===== src/rtl/seq_booth_mult.sv =====
// Sequential radix-2 Booth multiplier, one partial product per clock.
// Operands are widened by one bit so a single datapath serves both signed and unsigned modes.
module seq_booth_mult #(
  parameter int WIDTH = 4
) (
  input  logic               clk,
  input  logic               rst,
  input  logic               start,
  input  logic               signed_mode,
  input  logic [WIDTH-1:0]   multiplicand,
  input  logic [WIDTH-1:0]   multiplier,
  output logic               busy,
  output logic               valid,
  output logic [2*WIDTH-1:0] result
);

  localparam int EW = WIDTH + 1;
  localparam int AW = WIDTH + 2;
  localparam int CW = $clog2(WIDTH + 2);
  localparam logic [CW-1:0] ITERS = CW'(EW);

  typedef enum logic [1:0] {IDLE, RUN, DONE} state_t;

  state_t               r_state;
  state_t               w_state_nxt;
  logic signed [AW-1:0] r_a;
  logic signed [AW-1:0] r_m;
  logic [EW-1:0]        r_q;
  logic                 r_qm1;
  logic [CW-1:0]        r_cnt;

  logic                 w_load;
  logic                 w_last;
  logic signed [AW-1:0] w_sum;
  logic signed [AW-1:0] w_a_sh;
  logic [EW-1:0]        w_q_sh;

  // Unsigned operands become non-negative signed values one bit wider.
  function automatic logic [EW-1:0] ext_q(input logic sm, input logic [WIDTH-1:0] x);
    return {sm & x[WIDTH-1], x};
  endfunction

  function automatic logic signed [AW-1:0] ext_m(input logic sm, input logic [WIDTH-1:0] x);
    return {{2{sm & x[WIDTH-1]}}, x};
  endfunction

  always_comb begin
    w_sum = r_a;
    case ({r_q[0], r_qm1})
      2'b01:   w_sum = r_a + r_m;
      2'b10:   w_sum = r_a - r_m;
      default: w_sum = r_a;
    endcase
    w_a_sh = {w_sum[AW-1], w_sum[AW-1:1]};
    w_q_sh = {w_sum[0], r_q[EW-1:1]};
  end

  always_comb begin
    w_state_nxt = r_state;
    w_load      = 1'b0;
    w_last      = 1'b0;
    case (r_state)
      IDLE: begin
        if (start) begin
          w_load      = 1'b1;
          w_state_nxt = RUN;
        end
      end
      RUN: begin
        if (r_cnt == CW'(1)) begin
          w_last      = 1'b1;
          w_state_nxt = DONE;
        end
      end
      DONE: begin
        w_load      = start;
        w_state_nxt = start ? RUN : IDLE;
      end
      default: w_state_nxt = IDLE;
    endcase
  end

  assign busy  = (r_state == RUN);
  assign valid = (r_state == DONE);

  always_ff @(posedge clk or posedge rst) begin
    if (rst) begin
      r_state <= IDLE;
    end else begin
      r_state <= w_state_nxt;
    end
  end

  // The final iteration's shifted value goes straight into result on the same edge.
  always_ff @(posedge clk or posedge rst) begin
    if (rst) begin
      r_a    <= '0;
      r_m    <= '0;
      r_q    <= '0;
      r_qm1  <= 1'b0;
      r_cnt  <= '0;
      result <= '0;
    end else if (w_load) begin
      r_a    <= '0;
      r_m    <= ext_m(signed_mode, multiplicand);
      r_q    <= ext_q(signed_mode, multiplier);
      r_qm1  <= 1'b0;
      r_cnt  <= ITERS;
    end else if (r_state == RUN) begin
      r_a    <= w_a_sh;
      r_q    <= w_q_sh;
      r_qm1  <= r_q[0];
      r_cnt  <= r_cnt - CW'(1);
      if (w_last) begin
        result <= {w_a_sh[WIDTH-2:0], w_q_sh};
      end
    end
  end

endmodule


===== config.mk =====
export PLATFORM = sky130hd
export DESIGN_NAME = seq_booth_mult
export DESIGN_NICKNAME = d
export VERILOG_FILES = /design/src/rtl/seq_booth_mult.sv
export SDC_FILE = /design/constraint.sdc
export NUM_CORES = 1
export LEC_CHECK = 0
export CAP_MARGIN = 0
export CORE_AREA = 2 2 55 78
export CTS_CLUSTER_SIZE = 20
export DETAILED_ROUTE_END_ITERATION = 16
export DIE_AREA = 0 0 57 80
export GPL_TIMING_DRIVEN = 0
export SLEW_MARGIN = 10
export SYNTH_ARGS = -nofsm -noshare
export SYNTH_HDL_FRONTEND = slang
export SYNTH_SLANG_ARGS = --single-unit

===== constraint.sdc =====
create_clock -name clk -period 6.2 [get_ports clk]
set_input_delay 1.24 -clock clk [delete_from_list [all_inputs] [get_ports clk]]
set_output_delay 1.24 -clock clk [all_outputs]
set_load 0.01 [all_outputs]

# Word level (Yosys, flattened, before mapping)
# Index checks and enable logic that the tools add are counted.
dict set report word_totals {
  register_bits 30
  input_bits 12
  out_inout_bits 10
}
dict set report op_classes {
  n_addsub 3
  n_eq_ne 7
  muxes 17
  n_bitwise 3
  n_reduce_logical 4
}
# cell count
set ops {}
lappend ops {{$mux W6} 2}
lappend ops {{$pmux W6 S2} 1}
lappend ops {{$mux W5} 2}
lappend ops {{$add A6 B5 Y6} 1}
lappend ops {{$mux W1} 6}
lappend ops {{$mux W3} 2}
lappend ops {{$pmux W2 S3} 1}
lappend ops {{$sub A6 B5 Y6} 1}
lappend ops {{$eq A2 B1 Y1 const B} 2}
lappend ops {{$eq A2 B2 Y1 const B} 2}
lappend ops {{$mux W2} 2}
lappend ops {{$eq A3 B1 Y1 const B} 1}
lappend ops {{$reduce_and A3 Y1} 1}
lappend ops {{$sub A3 B1 Y3 const B} 1}
lappend ops {{$and A1 B1 Y1} 2}
lappend ops {{$logic_not A2 Y1} 1}
lappend ops {{$ne A2 B1 Y1 const B} 1}
lappend ops {{$ne A2 B2 Y1 const B} 1}
lappend ops {{$pmux W1 S2} 1}
lappend ops {{$reduce_and A2 Y1} 1}
lappend ops {{$reduce_bool A2 Y1} 1}
lappend ops {{$not A1 Y1} 1}

# Depth between registers and ports, before layout
dict set report logic_depth {
  ltp_word 4
  mapped_depth 10
  depth_no_buf 10
}

# Least setup slack after synthesis
# OpenSTA, ideal clock, no wires.
dict set report synth_path {
  kind {register -> register}
  start {register r_qm1}
  end {register r_a[4]}
  setup_time_ps 79
  t_arrival_ps 2182
  t_required_ps 6121
  path_slack_ps 3939
  path_stages_with_launch 11
  path_buffers 0
  period_less_slack_ps 2261
  path_cell_list {dfrtp_1 inv_1 ha_1 mux2_2 inv_1 ha_1 nor2b_1 o31a_1 o22ai_1 mux2i_1 mux2i_1}
}
dict set report synth_via {
  elab_chain_cells 4
  elab_cells_between_ends 5
}
# item line_no
set synth_rtl {}
lappend synth_rtl {{start, declared} 29} ;# logic r_qm1;
lappend synth_rtl {{start signal, assigned} 112} ;# r_qm1 <= r_q[0];
lappend synth_rtl {{$eq A2 B2 Y1 or $eq A2 B1 Y1 (tied branches)} 49} ;# case ({r_q[0], r_qm1})
lappend synth_rtl {{$pmux W6 S2 (*)} 49}
lappend synth_rtl {{$mux W6 (*)} 109} ;# end else if (r_state == RUN) begin
lappend synth_rtl {{$mux W6 (*)} 103} ;# end else if (w_load) begin
lappend synth_rtl {{end signal, assigned} 110} ;# r_a <= w_a_sh;
lappend synth_rtl {{end, declared} 26} ;# logic signed [AW-1:0] r_a;
# Mark *: on every way between the ends. The rest lies on a longest branch, timed or not. The select of a mux whose other input is x is not followed.
# A chain may end at the register's enable or synchronous reset.

# Worst setup path in the final report
dict set report layout_path {
  start {register r_state[1]}
  end {output port busy}
}
dict set report layout_via {
  elab_chain_cells 1
}
# item line_no
set layout_rtl {}
lappend layout_rtl {{start, declared} 24} ;# state_t r_state;
lappend layout_rtl {{start signal, assigned} 90} ;# r_state <= w_state_nxt;
lappend layout_rtl {{$eq A2 B1 Y1} 83} ;# assign busy = (r_state == RUN);
lappend layout_rtl {{end, declared} 12} ;# output logic busy,
# Every way passes these cells.

==> impl_metrics.csv <==
group,metric,value,unit
grt,antenna_found_initial,0,
clock_tree,worstSkewPairLatency,280,ps
floorplanning,start_util,39.2,%
floorplanning,core,0.00385,mm2
clock_tree,cts-resized-gates,0,
cells_and_area,fin_cells,234,
grt,gr-usage-all-layers,16.7,%
clock_tree,htreeDepth,2,
yosys,yosysWarnings,0,
floorplanning,die_h,80,um
clock_tree,cts_tree,"done",
placement,dpl.hpwl,2.52,mm
clock_tree,cts_hold_buffers,0,
sta,hold_violations,0,
sta,setup_violations,0,
cells_and_area,final_util,48.3,%
sta,final.setup_skew,5.95,ps
sta,slew_headroom,59.1,%
floorplanning,die_w,57,um
sta,fin_crit,3210,ps
placement,placed_area,0.00177,mm2
critical_path,end_kind,"output port",
critical_path,crit_type,"reg -> out",
sta,fin_crit_sh,51.7,%
route,drcViolationCount,0,
yosys,synth_area_leaders,"dfrtp_1, nand2_1, ha_1, o21ai_0, inv_1",
floorplanning,ios,22,
placement,dp_cells,227,
route,via_count,1225,
yosys,ys_ff_latch,29,
route,wl_per_cell,14.3,um
floorplanning,core.rowCount,27,
cells_and_area,nets,213,
sta,final-max-slew-violation-count,0,
critical_path,worstPathCellList,"nand2b_1 -> clkbuf_2 -> inv_1 -> buf_2 -> clkdlybuf4s50_1",
outcome,status,"complete, no violations",
grt,grt_first_pass_wirelength,5.87,mm
flow_run,drv_cap,0,
pwr,p_total,1.18,mW
grt,grt_pass1_vias,1262,
clock_tree,cts_setup_buffers,0,
route,avgViaCountPerCell,5.24,
clock_tree,clock_tree.buffer_depth,2,
min_path,hold_class,"reg -> reg",
yosys,synth_area_per_cell,9.26,um2
route,ant_nets,0,
yosys,ys_seq_area_share,48.1,%
sta,rsz0062_at_grt,"false",
clock_tree,cts_buffers,5,
sta,fmax,312,MHz
grt,grt-ovfl-total,0,
pwr,ir_drop,0.310,mV
clock_tree,clkTransAtPathRegs,60,ps
sta,tightest_slew,612,ps
floorplanning,die_area,0.00456,mm2
clock_tree,cts.sinks,29,
cells_and_area,n_antenna_cell,0,
yosys,ys_types,33,
critical_path,crit_slowest_cell,"clkdlybuf4s50_1",
grt,grt_max_degree,30,
critical_path,setup.worst_path.start_class,"register",
critical_path,r2r_cells,10,
yosys,yosys.area.top_type,"dfrtp_1",
placement,portBuffers,21,
critical_path,slowest_delay,570,ps
pwr,power.density,637,mW/mm2
yosys,postSynthCellCount,163,
cells_and_area,fin_area,0.00186,mm2
route,first_pass_iters,4,
route,drt_iter0_markers,7,
pwr,p_leak,0.884,nW
yosys,syn-num-nets,185,
clock_tree,cts_root_buf,"clkbuf_8",
yosys,syn_area,0.00151,mm2
cells_and_area,syn2layout_area_growth,23.2,%
cells_and_area,drive_above_1_share,7.85,%
route,postRouteWirelength,3.35,mm
critical_path,arrival,1970,ps
min_path,holdPathStages,2,
yosys,yosysTopAreaCellShare,48.1,%
critical_path,crit_fanout,10,
critical_path,required,4960,ps
sta,fin_setup_tns,0,ps
placement,place_congestion,0.870,
[final cells by class]
class                      instances  area (um2)
fill                             406        1990
tap                               43        53.8
clock buffer                       7        86.3
sequential                        29         726
timing repair buffer              21         210
multi-input combinational        116         712
buffer                             5        22.5
inverter                          13        48.8
[cells by family (layout without fill, tap and decap cells)]
kind of cell             Yosys count  count (layout)  synth area share, %
AO/OA/AOI/OAI                     37              37                 14.9
flip-flops                        29              29                 48.1
XOR/XNOR                           3               3                 1.74
multiplexers                       5               5                 3.48
buffers and inverters             18              46                 4.73
adder cells (fa/ha/maj)           10              10                 8.79
AND/OR/NAND/NOR                   61              61                 18.2
[through the flow]
stage | setup slack [ps] | hold WS [ps]
after floorplan | 3940 | 450
after global placement | 3300 | 461
after detailed placement | 3280 | 462
after CTS | 2980 | 485
after global routing | 2860 | 514
final | 2990 | 478
[flip-flops by register name, indices dropped and copies added, names as in the netlist]
signal and flops:
r_a 5, r_cnt 3, r_m 5, r_q 5, r_qm1 1, r_state 2, result 8
[cells in the final DEF, fill, tap and decap left out, types with 2 or more instances in the layout]
| master | count |
|---|---|
| xnor2_1 | 3 |
| nand2_1 | 39 |
| mux2i_1 | 3 |
| clkdlybuf4s50_1 | 21 |
| nor2b_1 | 6 |
| mux2_2 | 2 |
| a21oi_1 | 7 |
| nand2b_1 | 2 |
| ha_1 | 9 |
| clkbuf_1 | 3 |
| buf_2 | 2 |
| nor2_1 | 4 |
| o21ai_0 | 15 |
| inv_1 | 12 |
| a22oi_1 | 4 |
| a211oi_1 | 2 |
| a22o_1 | 2 |
| o21a_1 | 2 |
| nand3_1 | 3 |
| clkbuf_8 | 6 |
| dfrtp_1 | 29 |
[worst paths after layout]
check	start	slack [ps]	endpoint
setup / recovery	r_state[1]	2990	busy
hold / removal	result[5]	480	result[5]
setup reg to reg	r_qm1	3750	r_a[4]
hold reg to reg	result[5]	480	result[5]
max in group asynchronous	rst	4440	r_a[0]
min in group asynchronous	rst	1350	result[0]
[per-layer routing]
metal	vias up	GRT usage, %	routed length, um
li1	603	-	-
met3	8	4.21	93
met4	0	7.21	80
met2	22	27.8	1750
met5	-	0	0
met1	592	20.3	1420
[report_power, final]
group | total, mW | internal (mW) | leakage [nW] | switching, mW
Sequential | 0.352 | 0.282 | 0.358 | 0.0695
Clock | 0.158 | 0.0879 | 0.0443 | 0.0699
Combinational | 0.674 | 0.322 | 0.482 | 0.353
[synthesized netlist by cell type (all sizes together)]
cell type / count
dfrtp: 29
and3: 1
ha: 9
nand2b: 2
o31a: 1
o22ai: 1
a32oi: 1
xnor2: 3
nor2: 5
nor2b: 6
or2: 1
mux2i: 3
inv: 13
or3: 1
clkbuf: 3
buf: 2
nand3: 3
nor3: 2
fa: 1
a21oi: 7
o21a: 2
a211o: 1
and4: 1
o21ai: 16
a211oi: 2
mux2: 2
nand2: 39
a22oi: 4
a22o: 2
[critical path, delay by kind of cell (launching register included)]
family                 cells  cell delay [ps]
flip-flops                 1              370
AND/OR/NAND/NOR            1              130
buffers and inverters      4             1180
Note: power is estimated with default switching activity, not from simulation.
